===== src/rtl/wtm_mac_accumulator.sv =====
// Sequential MAC stage after the 5x5 Wallace-tree multiplier: sums N_TERMS products per result.
// Optional feature macro: WTM_MAC_SAT_EN (saturate on overflow instead of wrapping).
module wtm_mac_accumulator #(
  parameter int N_TERMS = 4,
  parameter int ACC_W   = 12,
  localparam int CNT_W  = $clog2(N_TERMS + 1)
) (
  input  logic             clock,
  input  logic             reset,
  input  logic             in_valid,
  output logic             in_ready,
  input  logic [9:0]       product,
  input  logic             product_cout,
  input  logic             acc_clear,
  output logic             out_valid,
  input  logic             out_ready,
  output logic [ACC_W-1:0] acc_out,
  output logic [CNT_W-1:0] term_count,
  output logic             overflow,
  output logic             cout_err
);

  typedef enum logic [1:0] {IDLE, ACCUM, DONE} state_t;

  state_t             state_q, state_d;
  logic [ACC_W-1:0]   acc_q, acc_d;
  logic [CNT_W-1:0]   cnt_q, cnt_d;
  logic               ovf_q, ovf_d;
  logic               cerr_q, cerr_d;
  logic [ACC_W:0]     sum;
  logic               accept;

  assign in_ready   = (state_q != DONE);
  assign out_valid  = (state_q == DONE);
  assign accept     = in_valid & in_ready;
  assign acc_out    = acc_q;
  assign term_count = cnt_q;
  assign overflow   = ovf_q;
  assign cout_err   = cerr_q;

  // One bit wider than the accumulator so the carry out of the add becomes the overflow flag.
  assign sum = {1'b0, acc_q} + (ACC_W+1)'(product);

  // NOTE: every always_comb output takes its hold value first, so no path leaves one unassigned (no latches).
  always_comb begin
    state_d = state_q;
    acc_d   = acc_q;
    cnt_d   = cnt_q;
    ovf_d   = ovf_q;
    cerr_d  = cerr_q;

    if (acc_clear) begin
      state_d = IDLE;
      acc_d   = '0;
      cnt_d   = '0;
      ovf_d   = 1'b0;
      cerr_d  = 1'b0;
    end else begin
      unique case (state_q)
        IDLE: begin
          if (accept) begin
            acc_d   = ACC_W'(product);
            cnt_d   = CNT_W'(1);
            cerr_d  = product_cout;
            state_d = (N_TERMS == 1) ? DONE : ACCUM;
          end
        end
        ACCUM: begin
          if (accept) begin
            ovf_d  = ovf_q | sum[ACC_W];
            cerr_d = cerr_q | product_cout;
            cnt_d  = cnt_q + CNT_W'(1);
`ifdef WTM_MAC_SAT_EN
            // Once clamped, the result stays pinned at full scale until it is drained.
            if (sum[ACC_W] || ovf_q) acc_d = '1;
            else                     acc_d = sum[ACC_W-1:0];
`else
            acc_d = sum[ACC_W-1:0];
`endif
            if (cnt_q == CNT_W'(N_TERMS - 1)) state_d = DONE;
          end
        end
        DONE: begin
          if (out_ready) begin
            state_d = IDLE;
            acc_d   = '0;
            cnt_d   = '0;
            ovf_d   = 1'b0;
            cerr_d  = 1'b0;
          end
        end
        default: state_d = IDLE;
      endcase
    end
  end

  // NOTE: sequential state uses non-blocking assignments so all registers update from pre-edge values.
  always_ff @(posedge clock or posedge reset) begin
    if (reset) begin
      state_q <= IDLE;
      acc_q   <= '0;
      cnt_q   <= '0;
      ovf_q   <= 1'b0;
      cerr_q  <= 1'b0;
    end else begin
      state_q <= state_d;
      acc_q   <= acc_d;
      cnt_q   <= cnt_d;
      ovf_q   <= ovf_d;
      cerr_q  <= cerr_d;
    end
  end

endmodule

===== config.mk =====
export PLATFORM = sky130hd
export DESIGN_NAME = wtm_mac_accumulator
export DESIGN_NICKNAME = d
export VERILOG_FILES = /design/src/rtl/wtm_mac_accumulator.sv
export SDC_FILE = /design/constraint.sdc
export NUM_CORES = 1
export LEC_CHECK = 0
export CAP_MARGIN = 0
export CELL_PAD_IN_SITES_DETAIL_PLACEMENT = 1
export CELL_PAD_IN_SITES_GLOBAL_PLACEMENT = 1
export CORE_ASPECT_RATIO = 0.5
export CORE_MARGIN = 2
export CORE_UTILIZATION = 38
export CTS_BUF_LIST = sky130_fd_sc_hd__clkbuf_4 sky130_fd_sc_hd__clkbuf_8 sky130_fd_sc_hd__clkbuf_16
export DETAILED_ROUTE_END_ITERATION = 6
export PLACE_DENSITY_LB_ADDON = 0.05
export SYNTH_ARGS = -nofsm -noshare
export SYNTH_HDL_FRONTEND = slang
export SYNTH_SLANG_ARGS = --single-unit

===== constraint.sdc =====
create_clock -name clock -period 3.09 [get_ports clock]
set_input_delay 0.618 -clock clock [delete_from_list [all_inputs] [get_ports clock]]
set_output_delay 0.618 -clock clock [all_outputs]
set_load 0.01 [all_outputs]

; After elaboration in Yosys (flattened, before gate mapping)
; Index checks and enable logic that the tools add are counted.
[classes]
n_eq_ne = 8
reduce_logical = 6
bitwise_logic = 3
addsub = 2
muxes = 24
[ops]
columns = operator, count
row1 = $mux 12, 4
row2 = $pmux 12 s3, 1
row3 = $add 12x10->13, 1
row4 = $mux 3, 4
row5 = $mux 2, 5
row6 = $ne 3x3->1 const B, 3
row7 = $pmux 3 s3, 1
row8 = $reduce_and 4->1, 2
row9 = $mux 1, 6
row10 = $pmux 2 s3, 1
row11 = $reduce_bool 4->1, 1
row12 = $add 3x1->3 const B, 1
row13 = $eq 3x2->1 const B, 1
row14 = $ne 3x2->1 const B, 1
row15 = $pmux 1 s3, 1
row16 = $reduce_and 3->1, 1
row17 = $reduce_bool 3->1, 1
row18 = $eq 2x1->1 const B, 1
row19 = $eq 2x2->1 const B, 1
row20 = $logic_not 2->1, 1
row21 = $ne 2x2->1 const B, 1
row22 = $or 1x1->1, 2
row23 = $pmux 1 s2, 1
row24 = $and 1x1->1, 1
[word_totals]
wordCells = 48
out_inout_bits = 19
in_bits = 16
reg_bits = 19

; Longest topological paths before layout
[logic_depth]
word_depth = 5
depth_mapped = 8
mapped_depth_nobuf = 7

; Worst setup path after synthesis
; OpenSTA, ideal clock, no wires.
[synth_path]
path_type = input to register
from = in product[0]
to = reg acc_q[10] (netlist: acc_out[10])
t_arrival_ps = 2430
setup_slack_ps = 591
required_ps = 3021
stages = 7
n_path_buf = 0
setup_ps = 69
cell_sequence = ha_1 -> fa_1 -> a21o_1 -> a221oi_4 -> a2111oi_2 -> or4b_1 -> nand3_1
[synth_via]
elab_chain_len = 4
[synth_rtl]
columns = item, line
row1 = start: declaration, 12  ; input logic [9:0] product,
row2 = $add 12x10->13, 42  ; assign sum = {1'b0, acc_q} + (ACC_W+1)'(product);
row3 = $mux 12, 69  ; if (accept) begin
row4 = $pmux 12 s3, 59  ; unique case (state_q)
row5 = $mux 12, 52  ; if (acc_clear) begin
row6 = end signal: assignment, 101  ; acc_q <= '0;
row7 = end signal: assignment, 107  ; acc_q <= acc_d;
row8 = end: declaration, 26  ; logic [ACC_W-1:0] acc_q, acc_d;
; Every way passes these cells. The select of a mux whose other input is x is not followed.
; A chain may end at the register's enable or synchronous reset.

; Final worst setup path
; Ends and elaborated chain as after synthesis.

==> results.txt <==
The maximum number of pins on one net before global-route repair is 20. The worst path needs 2.755 ns of the cycle, external delays included. The worst register-to-register path has a setup slack of 0.66 ns.

The number of inserted diodes is 0. The die footprint is 0.004623 sq mm. The highest clock rate is 362.9 MHz. The largest stage delay on the critical path is 0.53 ns. The proportion of layout cells with a drive suffix above 1 came out at 7.389%. When the netlist entered floorplanning its net count stood at 200. The row count came out at 16. The mean number of vias per cell is 5.763. The worst-skew pair later-pin latency came out at 0.27 ns. The count of endpoints failing hold in the final timing report is 0. The critical path in this run is classified as primary input to flip-flop. The clock-pin slew on the worst setup and hold paths is 0.08 ns. The cell area that synthesis handed to floorplanning was 0.001545 sq mm. For this design, the slowest cell found on the critical path is or4b_1.

The die outline height is 49.09 um. The post-route non-filler standard cell count is 257. The run finished with clean final reports.

The fraction of the yosys area taken by sequential cells came out at 30.77%. The worst clock skew on the final layout came out at 0.003482 ns. The data required time at the worst endpoint came out at 3.30 ns.

The wire length of the first global-routing pass came out at 7334 um. The worst setup path is captured at a flip-flop. The number of nets in the finished design came out at 237. At the worst endpoint, the arrival time is 2.97 ns. The leakage component of the power came out at 0.8795 nW. CTS built an H-tree with a depth of 1. The number of gates resized after CTS came out at 0. The number of detailed-routing iterations run before antenna repair is 4. In the final routed layout, each cell accounts on average for 17.44 um.

The number of enable flip-flop cells after synthesis is 0. The number of buffers inserted during clock tree synthesis is 3. The Yosys warning count came out at 0.

The final worst-path cycle share is 89.17%. The maximum count of clock buffers along a single path is 2. The internal power is 0.7065 mW.

In this run, the combinational gates consume 56.5% of the power. Of all nets on the critical path, the largest fanout is 3. The chip width is 94.18 um. Global routing used 3.400% of the available met3 tracks.

In this run the tightest slew margin relative to its limit is 44.93%. The number of library cell types mapped by synthesis came out at 48. The cell sitting at the root of the clock tree is a clkbuf_8.

The residual antenna-violating net count after detailed routing is 0. The utilization after layout came out at 51.25%. The flip-flop and latch count after synthesis came out at 19.

The final number of max-transition violations came out at 0. The overall routing resource usage came out at 20.56%. The signal on the critical path passes through clkdlybuf4s50_1 > ha_1 > fa_1 > a21o_1 > a221oi_4 > a2111oi_2 > or4b_1 > nand3_1. The worst hold path class is flip-flop to flip-flop. The core region is 0.003904 sq mm. The quantity of hold-fixing buffers added after cts came out at 0. The number of antenna violations at the first check in global routing came out at 0. The starting DRC count in detailed routing came out at 50. Global routing used 30.48% of the available met2 tracks. In this run switching power makes up 42.94% of total power. The via count of the first global-routing pass came to 1454. Max-cap violations in this run came to 0. The total setup violations reported at the end of the flow is 0.

The sequential power share came out at 28.2%. Across the VDD grid, the largest voltage drop is 0.2237 mV. Setup repair after global routing left no endpoint under its margin. In this design, the largest share of critical-path delay is due to compound AO/OA/AOI/OAI gates. For this run, the leading register cell type out of synthesis is dfrtp_1. The overall routed net length came out at 4481 um. The total grt overflow is 0.

Input and output buffers added on the ports amount to 34. For this configuration, the core starts out at a cell density of 39.58%. Synthesis handed over a netlist of 167 instances. After routing, the total negative slack on setup checks comes to 0 ns.

After global routing, the most crowded layer is met1. The share of flip-flops with an asynchronous set or reset came out at 100.0%. Compared with the post-synthesis result, the final layout area differs by 29.47%.

For this design the total switching power over the nets is 0.5316 mW. The number of buffers and inverters on the critical path came out at 1. The worst-margin pin slew came out at 0.8251 ns. The per-instance average area after synthesis came out at 9.253 sq um.

STA classifies the critical path startpoint as a primary input. The final-layout fill cell count is 461. The total vias in the final route came out at 1481. TritonCTS built the clock tree.

The clock net in this run drives a total of 19 sinks. The placer's final routability congestion estimate came out at 0.8320. The smallest hold slack came out at 0.5183 ns.

The power density over the cells is 618.9 mW/mm^2. The detailed placer's ending HPWL came out at 3357 um. The number of buffers inserted to repair setup after CTS is 0. The top-level port count came out at 35. The portion of total power attributed to the clock network is 15.3%. Global routing used 31.72% of the available met1 tracks. In the routed design, unresolved DRC markers number 0. Including well taps, the total number of placed cells is 253.
[power by group through the flow]
stage                     logic (mW)  clock network (mW)  registers [mW]
after floorplan                0.428                   0           0.369
after global placement         0.687                   0           0.353
after detailed placement       0.693                   0           0.355
after CTS                      0.698               0.195           0.351
after global routing           0.773               0.200           0.358
final                          0.699               0.189           0.350
[layout make-up]
type	count	area [sq um]	area share [%]
inverters	8	30.03	1.501
repair buffers	37	362.8	18.14
multi-input cells	135	1018	50.91
clock inverters	1	5.005	0.2502
flip-flops and latches	19	475.5	23.76
clock buffers	3	41.29	2.064
well taps	54	67.56	3.377
[per-layer routing]
metal  up-vias  share of wire (%)
met5         -                  0
met2        25                 43
met3         5                3.7
met1       733                 52
met4         0               0.74
li1        718                  -
[synth_stat cells (all sizes together), types with 3 or more instances]
library cell / count / area [sq um]
o31ai: 3 / 22.52
a41oi: 3 / 26.28
clkbuf: 3 / 11.26
nor2: 16 / 60.06
a211oi: 7 / 65.06
and2: 3 / 20.02
o21a: 3 / 22.52
inv: 8 / 30.03
xnor2: 3 / 26.28
nand3: 4 / 20.02
nor2b: 3 / 18.77
a21oi: 11 / 55.05
a221oi: 4 / 52.56
dfrtp: 19 / 475.5
nand2: 6 / 22.52
nor3: 6 / 30.03
a21o: 8 / 60.06
ha: 16 / 200.2
o21ai: 8 / 40.04
[cell usage in the layout, fill, tap and decap left out, types with 4 or more instances in the layout]
| cell | instances |
|---|---|
| nor2_1 | 16 |
| nor3_1 | 6 |
| a211oi_1 | 6 |
| nand2_1 | 6 |
| nand3_1 | 4 |
| inv_1 | 8 |
| a21o_1 | 8 |
| o21ai_0 | 8 |
| clkdlybuf4s50_1 | 34 |
| ha_1 | 16 |
| a21oi_1 | 11 |
| dfrtp_1 | 19 |
[per-stage QoR]
step           setup slack, ns  power [mW]  instance area [sq um]
2_1_floorplan           0.5911      0.7967                   1545
3_3_place_gp            0.1180       1.041                   1954
3_5_place_dp           0.07162       1.048                   1954
4_1_cts                 0.3350       1.244                   2001
5_1_grt                 0.2401       1.331                   2001
6_report                0.3346       1.238                   2001
[path summary, 6_finish.rpt]
path	start	endpoint	cells past startpoint
min	term_count[1]	term_count[1]	2
min reg2reg	term_count[1]	term_count[1]	2
min in group asynchronous	reset	term_count[1]	2
max	product[0]	acc_out[10]	8
max reg2reg	state_q[1]	acc_out[4]	7
max in group asynchronous	reset	acc_out[1]	2
[registers in the layout, summed over array words and instances (netlist names)]
name        flops
acc_out        12
term_count      3
state_q         2
cout_err        1
overflow        1
[tightest hold or removal path, delay by kind of cell (launching register included)]
family        cells  cell delay, ns
simple gates      2            0.11
flops             1            0.38
[kinds of logic after synthesis]
| family | share of synthesized area (%) |
|---|---|
| compound gates | 31.90 |
| xor+xnor | 2.268 |
| fa+ha+maj | 14.25 |
| buf+inv | 3.320 |
| flops | 30.77 |
| simple gates | 17.49 |
(Power assumes the default switching activity.)
